==> config.mk <==
export PLATFORM = sky130hd
export DESIGN_NAME = pit_data_rx
export DESIGN_NICKNAME = d
export VERILOG_FILES = /design/src/rtl/pit_pkg.sv /design/src/rtl/pit_hash.sv /design/src/rtl/pit_data_rx.sv
export SDC_FILE = /design/constraint.sdc
export NUM_CORES = 2
export LEC_CHECK = 0
export CAP_MARGIN = 15
export CORE_UTILIZATION = 40
export CTS_BUF_LIST = sky130_fd_sc_hd__clkbuf_4 sky130_fd_sc_hd__clkbuf_8
export CTS_CLUSTER_DIAMETER = 80
export DETAILED_ROUTE_END_ITERATION = 16
export HOLD_SLACK_MARGIN = 0.1
export SLEW_MARGIN = 20
export SYNTH_ARGS = -nofsm -noshare
export SYNTH_HDL_FRONTEND = slang
export SYNTH_HIERARCHICAL = 1
export SYNTH_SLANG_ARGS = --single-unit
==> constraint.sdc <==
create_clock -name clk -period 12.3 [get_ports clk]
set_input_delay 2.46 -clock clk [delete_from_list [all_inputs] [get_ports clk]]
set_output_delay 2.46 -clock clk [all_outputs]
set_load 0.05 [all_outputs]
==> src/rtl/pit_pkg.sv <==
// Shared definitions for the PIT data receive path: sizes, FSM state
// encoding and the name hash used for both interest insert and lookup.
package pit_pkg;

    localparam int PKT_BYTES  = 1024;
    localparam int HASH_W     = 10;
    localparam int PREFIX_W   = 64;
    localparam int LEN_W      = 6;
    localparam int DATA_W     = 8;
    localparam int DROP_W     = 16;
    localparam int TABLE_SIZE = 1 << HASH_W;
    localparam int CNT_W      = $clog2(PKT_BYTES);

    typedef enum logic [1:0] {
        ST_IDLE   = 2'd0,
        ST_HASH   = 2'd1,
        ST_LOOKUP = 2'd2,
        ST_RECV   = 2'd3
    } pit_state_t;

    // Fold the masked prefix (only bits [len-1:0] survive, len=0 keeps
    // nothing) into 10 bits by XOR of seven 10-bit slices, then mix in len.
    function automatic logic [HASH_W-1:0] pit_hash_fn(
        input logic [PREFIX_W-1:0] prefix,
        input logic [LEN_W-1:0]    len
    );
        logic [PREFIX_W-1:0] mask;
        logic [69:0]         ext;
        logic [HASH_W-1:0]   h;
        mask = (64'd1 << len) - 64'd1;
        ext  = {6'd0, prefix & mask};
        h    = {4'd0, len};
        for (int i = 0; i < 7; i++) begin
            h = h ^ ext[i*HASH_W +: HASH_W];
        end
        return h;
    endfunction

endpackage

==> src/rtl/pit_hash.sv <==
// Registered one-cycle name hash. The caller selects which name is hashed
// each cycle; the result and a qualifier appear on the following cycle.
module pit_hash
    import pit_pkg::*;
(
    input  logic                clk,
    input  logic                rst,
    input  logic                en,
    input  logic [PREFIX_W-1:0] prefix,
    input  logic [LEN_W-1:0]    len,
    output logic [HASH_W-1:0]   hash,
    output logic                hash_valid
);

    // Hash register: captures the hash of the selected name when enabled.
    always_ff @(posedge clk) begin
        if (!rst) begin
            hash       <= '0;
            hash_valid <= 1'b0;
        end else begin
            hash_valid <= en;
            if (en) begin
                hash <= pit_hash_fn(prefix, len);
            end
        end
    end

endmodule

==> src/rtl/pit_data_rx.sv <==
// PIT data receiver: keeps a hashed table of pending interests, checks each
// offered data packet against it and, on a hit, streams 1024 payload bytes.
// Optional feature macro: PIT_DROP_CNT_EN enables the saturating drop counter.
//
// Handshake: interest_valid and prefix_ready are single-cycle strobes with no
// back-pressure; an offer is taken only in IDLE and answered by exactly one
// of rejected/start_send_to_pit three cycles later. Offers seen in any other
// state are dropped silently. out_valid qualifies out_data for one cycle per
// byte; the consumer cannot stall the stream.
module pit_data_rx
    import pit_pkg::*;
(
    input  logic                clk,
    input  logic                rst,
    input  logic                interest_valid,
    input  logic [PREFIX_W-1:0] interest_prefix,
    input  logic [LEN_W-1:0]    interest_len,
    input  logic                prefix_ready,
    input  logic [PREFIX_W-1:0] fib_prefix,
    input  logic [LEN_W-1:0]    fib_len,
    input  logic [DATA_W-1:0]   data_in,
    output logic                rejected,
    output logic                start_send_to_pit,
    output logic [DATA_W-1:0]   out_data,
    output logic                out_valid,
    output logic                out_last,
    output logic                pkt_done,
    output logic [DROP_W-1:0]   drop_count,
    output pit_state_t          fsm_state
);

    localparam logic [CNT_W-1:0] LAST_BYTE = CNT_W'(PKT_BYTES - 1);

    pit_state_t            state;
    pit_state_t            state_next;

    logic [PREFIX_W-1:0]   name_prefix;
    logic [LEN_W-1:0]      name_len;

    logic                  hold_valid;
    logic [PREFIX_W-1:0]   hold_prefix;
    logic [LEN_W-1:0]      hold_len;
    logic                  hold_load;

    logic                  hash_en;
    logic [PREFIX_W-1:0]   hash_prefix;
    logic [LEN_W-1:0]      hash_len;
    logic                  hash_insert;
    logic                  hash_insert_q;
    logic [HASH_W-1:0]     hash_q;
    logic                  hash_v;

    logic [TABLE_SIZE-1:0] pend_q;
    logic                  set_en;
    logic                  hit;
    logic                  clear_en;
    logic                  accept;
    logic                  reject;
    logic                  sample;
    logic                  byte_last;

    logic [CNT_W-1:0]      byte_cnt;

    assign fsm_state = state;

    // Hasher input select: the lookup owns the hasher in HASH; an interest
    // arriving then is parked in the hold register and hashed next cycle.
    always_comb begin
        hash_en     = 1'b0;
        hash_prefix = '0;
        hash_len    = '0;
        hash_insert = 1'b0;
        hold_load   = 1'b0;
        if (state == ST_HASH) begin
            hash_en     = 1'b1;
            hash_prefix = name_prefix;
            hash_len    = name_len;
            hold_load   = interest_valid;
        end else if (hold_valid) begin
            hash_en     = 1'b1;
            hash_prefix = hold_prefix;
            hash_len    = hold_len;
            hash_insert = 1'b1;
            hold_load   = interest_valid;
        end else if (interest_valid) begin
            hash_en     = 1'b1;
            hash_prefix = interest_prefix;
            hash_len    = interest_len;
            hash_insert = 1'b1;
        end
    end

    pit_hash u_hash (
        .clk        (clk),
        .rst        (rst),
        .en         (hash_en),
        .prefix     (hash_prefix),
        .len        (hash_len),
        .hash       (hash_q),
        .hash_valid (hash_v)
    );

    // Hold register for a deferred interest plus the insert/lookup tag that
    // travels alongside the registered hash.
    always_ff @(posedge clk) begin
        if (!rst) begin
            hold_valid    <= 1'b0;
            hold_prefix   <= '0;
            hold_len      <= '0;
            hash_insert_q <= 1'b0;
        end else begin
            hash_insert_q <= hash_insert;
            if (hold_load) begin
                hold_valid  <= 1'b1;
                hold_prefix <= interest_prefix;
                hold_len    <= interest_len;
            end else if (state != ST_HASH) begin
                hold_valid  <= 1'b0;
            end
        end
    end

    assign set_en = hash_v && hash_insert_q;
    assign hit    = pend_q[hash_q];

    // Pending-interest table: the set is applied after the clear so a
    // simultaneous set and clear of the same entry leaves it set.
    always_ff @(posedge clk) begin
        if (!rst) begin
            pend_q <= '0;
        end else begin
            if (clear_en) begin
                pend_q[hash_q] <= 1'b0;
            end
            if (set_en) begin
                pend_q[hash_q] <= 1'b1;
            end
        end
    end

    // Latch the offered name when an offer is taken in IDLE.
    always_ff @(posedge clk) begin
        if (!rst) begin
            name_prefix <= '0;
            name_len    <= '0;
        end else if (state == ST_IDLE && prefix_ready) begin
            name_prefix <= fib_prefix;
            name_len    <= fib_len;
        end
    end

    // FSM state register.
    always_ff @(posedge clk) begin
        if (!rst) begin
            state <= ST_IDLE;
        end else begin
            state <= state_next;
        end
    end

    // FSM next state and per-cycle decisions. The first RECV cycle is the
    // one carrying the start_send_to_pit pulse, so sampling starts after it.
    always_comb begin
        state_next = state;
        clear_en   = 1'b0;
        accept     = 1'b0;
        reject     = 1'b0;
        sample     = 1'b0;
        byte_last  = 1'b0;
        case (state)
            ST_IDLE: begin
                if (prefix_ready) begin
                    state_next = ST_HASH;
                end
            end
            ST_HASH: begin
                state_next = ST_LOOKUP;
            end
            ST_LOOKUP: begin
                if (hit) begin
                    accept     = 1'b1;
                    clear_en   = 1'b1;
                    state_next = ST_RECV;
                end else begin
                    reject     = 1'b1;
                    state_next = ST_IDLE;
                end
            end
            ST_RECV: begin
                sample    = !start_send_to_pit;
                byte_last = sample && (byte_cnt == LAST_BYTE);
                if (byte_last) begin
                    state_next = ST_IDLE;
                end
            end
            default: begin
                state_next = ST_IDLE;
            end
        endcase
    end

    // Registered response pulses, payload output and byte counter.
    always_ff @(posedge clk) begin
        if (!rst) begin
            rejected          <= 1'b0;
            start_send_to_pit <= 1'b0;
            out_valid         <= 1'b0;
            out_data          <= '0;
            out_last          <= 1'b0;
            pkt_done          <= 1'b0;
            byte_cnt          <= '0;
        end else begin
            rejected          <= reject;
            start_send_to_pit <= accept;
            out_valid         <= sample;
            out_data          <= sample ? data_in : '0;
            out_last          <= byte_last;
            pkt_done          <= out_last;
            if (sample) begin
                byte_cnt <= byte_cnt + 1'b1;
            end
        end
    end

`ifdef PIT_DROP_CNT_EN
    logic              busy;
    logic [DROP_W:0]   drop_sum;
    logic [DROP_W-1:0] drop_q;

    assign busy     = prefix_ready && (state != ST_IDLE);
    assign drop_sum = {1'b0, drop_q} + (DROP_W+1)'(reject) + (DROP_W+1)'(busy);

    // Saturating drop counter: rejections plus offers seen while busy.
    always_ff @(posedge clk) begin
        if (!rst) begin
            drop_q <= '0;
        end else begin
            drop_q <= drop_sum[DROP_W] ? {DROP_W{1'b1}} : drop_sum[DROP_W-1:0];
        end
    end

    assign drop_count = drop_q;
`else
    assign drop_count = '0;
`endif

endmodule

## After elaboration in Yosys (flattened, before gate mapping)

Index checks and enable logic that the tools add are counted.

| word-level totals | value |
|---|---|
| input bits | 152 |
| output and inout port bits | 31 |
| logic and storage cells | 81 |
| register bits | 1,202 |

| operators by class | value |
|---|---|
| bitwise gates (word level) | 12 |
| reductions and logical operators | 12 |
| $add $sub $neg | 2 |
| shift-type cells | 1 |
| multiplexer cells | 28 |
| equal/unequal tests | 7 |
| magnitude comparators | 2 |

Operators with widths:

| kind | number |
|---|---|
| two-way mux 1024 bit | 3 |
| bitwise AND 1024 bit | 1 |
| inverter 1024 bit | 1 |
| bitwise OR 1024 bit | 1 |
| two-way mux 64 bit | 3 |
| bitwise AND 64 bit | 1 |
| << shifter 1 x 6 -> 64 bit (first input constant) | 1 |
| subtractor 64 x 1 -> 64 bit (second input constant) | 1 |
| XOR 10 bit | 5 |
| two-way mux 6 bit | 3 |
| two-way mux 1 bit | 13 |
| less-than comparator 10 x 11 -> 1 bit (second input constant) | 1 |
| adder 10 x 1 -> 10 bit (second input constant) | 1 |
| binary-select mux 1 bit (select 10 bit) | 1 |
| demux 1 bit (select 10 bit) | 1 |
| == test 10 bit (second input constant) | 1 |
| >= comparator 10 x 1 -> 1 bit (second input constant) | 1 |
| XOR 10 x 4 -> 10 bit | 1 |
| XOR 6 x 10 -> 10 bit | 1 |
| case mux 2 bit (4 select lines) | 1 |
| AND reduction 2 bit | 4 |
| two-way mux 2 bit | 3 |
| == test 2 bit (second input constant) | 2 |
| logical AND 1 bit | 4 |
| 8 further kinds | 9 |

## Longest topological paths before layout

| logic depth | value |
|---|---|
| word-level depth | 13 |
| depth in mapped cells | 20 |
| gate-level depth less buffers | 16 |

## Modules after synthesis

Netlist, hierarchy kept.

By module, submodules not included:

| module | area each (µm²) | instances | cells each |
|---|---|---|---|
| pit_data_rx | 55,207.9 | 1 | 7,062 |
| pit_hash | 2,671.3 | 1 | 400 |

## Least setup slack after synthesis

No wires, ideal clock.

| timing | value |
|---|---|
| path type | input to register |
| from | input interest_valid |
| to | register u_hash.hash[0] |
| data arrival time | 6,629 ps |
| data required time | 12,185 ps |
| setup slack | 5,556 ps |
| stages | 20 |
| cell sequence | clkbuf_1 -> clkbuf_1 -> nand2_1 -> nor2_1 -> a21oi_1 -> o21ai_0 -> clkbuf_1 -> buf_2 -> or2_2 -> or3_1 -> ha_1 -> o21ai_2 -> or3_1 -> buf_6 -> or3_1 -> a31oi_1 -> xor3_1 -> xnor3_1 -> mux2i_1 -> and2_1 |

| on the way | value |
|---|---|
| cells in the longest elaborated chain, start to end | 13 |
| elaborated cells on any way between the ends | 19 |
| those cells by class | 1 x add/sub; 1 x shift; 9 x mux; 8 x bitwise |

RTL lines:

| item | line | RTL |
|---|---|---|
| from (decl) | pit_data_rx.sv:15 | `input logic interest_valid,` |
| two-way mux 6 bit (*) | pit_data_rx.sv:85 | `end else if (interest_valid) begin` |
| two-way mux 6 bit (*) | pit_data_rx.sv:79 | `end else if (hold_valid) begin` |
| two-way mux 6 bit (*) | pit_data_rx.sv:74 | `if (state == ST_HASH) begin` |
| named net hash_len[4] | pit_data_rx.sv:47 | `logic [LEN_W-1:0] hash_len;` |
| << shifter 1 x 6 -> 64 bit (*) | pit_pkg.sv:30 | `mask = (64'd1 << len) - 64'd1;` |
| subtractor 64 x 1 -> 64 bit (*) | pit_pkg.sv:30 |  |
| bitwise AND 64 bit (*) | pit_pkg.sv:31 | `ext = {6'd0, prefix & mask};` |
| XOR 6 x 10 -> 10 bit | pit_pkg.sv:34 | `h = h ^ ext[i*HASH_W +: HASH_W];` |
| XOR 10 bit (5 in series) | pit_pkg.sv:34 |  |
| XOR 10 x 4 -> 10 bit (*) | pit_pkg.sv:34 |  |
| to (signal assigned) | pit_hash.sv:23 | `hash <= pit_hash_fn(prefix, len);` |
| to (decl) | pit_hash.sv:11 | `output logic [HASH_W-1:0] hash,` |

Mark *: on every way through the listed nets, which the timed path passes. The rest lies on a longest branch.
A chain may end at the register's enable or synchronous reset.

## Worst setup path in the final report

Same ends and word-level chain as after synthesis.

==> key figures <==
Route
  – Initial drt markers: 9059
  – Routed vias/inst: 6.41
  – Number of remaining DRC errors: 0
  – Via count: 58.7k
  – WL/cell: 26.0 microns
  – Routed Antenna Nets: 0
  – DRT Wirelength: 238000 microns
  – 1st-pass router iterations: 7

Critical path
  – Crit path max fanout: 61
  – Crit path launch type: input pin
  – CP Cell Sequence: buf_2 -> buf_4 -> nand2_1 -> nor2_1 -> a21oi_1 -> o21ai_4 -> buf_4 -> or2_2 -> or3_1 -> ha_1 -> o21ai_2 -> nor3_1 -> nand2_1 -> o31ai_1 -> xor3_1 -> xnor3_1 -> mux2i_1 -> and2_1
  – Worst R2R Start: u_hash/hash[1]
  – Crit path depth: 18
  – Worst Reg-to-Reg Cells: 13
  – CP bufs+invs: 3
  – Critical path class: input pin to flop
  – WP data arrival: 8.35 ns
  – CP required: 13.13 ns
  – Crit. End Element: flop
  – Crit-path max cell delay: 0.75 ns
  – Slowest CP cell: nor3_1
  – FF-to-FF End: pend_q[615]
  – R2r setup slk: 5.66 ns
  – Crit path max-delay family: simple AND/OR/NAND/NOR gates

Clocking
  – Post-CTS Repair Setup Buffers: 0
  – # hold bufs at CTS: 0
  – CTS tree: yes
  – Post_cts resized: 0
  – Clk root buf: clkbuf_8
  – CTS Buffer Depth: 3
  – CTS Sinks: 1200
  – H-Tree Depth: 4
  – TritonCTS Buffers: 206
  – Clk slew on worst S/H paths: 0.06 ns
  – Clock Latency Late Sink: 0.96 ns

Floorplanning
  – Initial Util: 0.403
  – CORE AREA: 0.143 sq mm
  – # rows: 139
  – Die ar.: 0.146 sq mm
  – Chip height: 382 microns
  – DIE WIDTH: 382 microns
  – I/O pin count: 183

Hold path
  – Min-delay worst type: flop to flop
  – Hold Path End: hold_prefix[13]
  – Min-Delay Path Depth: 2
  – Worst Hold Launch: hold_prefix[13]

STA
  – Setup TNS Final: 0 ns
  – Crit path time final: 7.52 ns
  – Final hold vios: 0
  – Final setup fails: 0
  – Unrepaired setup endpoints after global routing: false
  – Clk_skew: 0.0741 ns
  – Max Freq: 133 MHz
  – Worst Hold Slack: 0.464 ns
  – Fin crit share: 0.611
  – Slew Viols, Final: 0
  – Tightest Pin Transition: 1.29 ns
  – Max_slew headroom: 0.138
  – Worst Setup Slack, final: 4.78 ns

Yosys
  – Syn. warnings: 6
  – Avg Inst Size Synth: 7.76 sq um
  – Synthesized area: 0.0578 sq mm
  – Synthesized netlist cell count: 7449

Placement
  – Placed Cells incl. Taps: 8787
  – Place WS: 3.90 ns
  – Dpl hpwl: 123000 microns
  – Port bufs: 164
  – Cell Area, Placed: 0.0601 sq mm
  – GP Congestion: 0.885

Layout
  – Fin util: 0.451
  – Most frequent cells in the layout: dfxtp_1 (1198), o21ai_0 (1154), nor2_1 (1151)
  – Syn-to-layout area delta: 12.0%
  – Design area: 0.0647 sq mm
  – Final #Nets: 7247
  – # fillers: 14.2k
  – Layout cells sized above 1: 0.0917
  – Non-filler cells, final: 9155
  – Most common cell after layout, fill and taps aside: dfxtp_1

Global route
  – Total track usage: 0.312
  – Vias in the first global route: 52.7k
  – Initial antenna violation count: 4
  – Global-route wire length before repair: 349000 microns
  – Global route overflow: 0
  – Largest net degree at the start of global routing: 307

Run status
  – Status: finished, final reports clean

Power and ir drop
  – Peak VDD IR: 0.123 mV
  – Leakage: 21.1 nW
  – Pwr/cell area: 150 mW/mm^2
  – Final Total Pwr: 9.72 mW

Job
  – Maxcap violations: 0
power by group:
group	internal [mW]	switching [mW]	total, mW	leakage [nW]
Combinational	0.479	1.21	1.69	9.04
Sequential	3.94	0.0973	4.03	9.68
Clock	2.23	1.76	3.99	2.39
Total	6.64	3.07	9.72	21.1
worst max path at each step:
stage / to / from
floorplan: u_hash/hash[0] / interest_valid
detailed placement: u_hash/hash[0] / interest_valid
global placement: u_hash/hash[0] / interest_valid
finish: u_hash/hash[0] / interest_valid
CTS: u_hash/hash[0] / interest_valid
global route: u_hash/hash[0] / interest_valid
sequential cells by signal, indices dropped and copies added, names as in the netlist, 2 cells and up:
signal and count:
fsm_state 2, pend_q 1024, hold_prefix 63, byte_cnt 10, name_len 6, out_data 8
u_hash/hash 10, name_prefix 63, hold_len 6
cell type report:
cell class	count	area [sq um]	area share
antenna	3	7.51	0.000116
clock buffer	337	4180	0.0645
clock inverter	27	343	0.00530
inverter	13	48.8	0.000754
multi-input combinational	5377	31000	0.479
sequential	1200	24000	0.371
tap	1903	2380	0.0368
timing repair buffer	295	2730	0.0422
worst min-delay path: stages (launching register included):
cell and delay, ns:
dfxtp_1 0.30, nand2_1 0.05, a21boi_0 0.06
layer usage:
layer | up-vias | global-route usage | share of wire
met3 | 731 | 0.0718 | 0.11
li1 | 26021 | - | -
met4 | 6 | 0.162 | 0.054
met1 | 28254 | 0.415 | 0.40
met2 | 3681 | 0.468 | 0.43
met5 | - | 0 | 0.00014
Note: power is estimated with default switching activity, not from simulation.
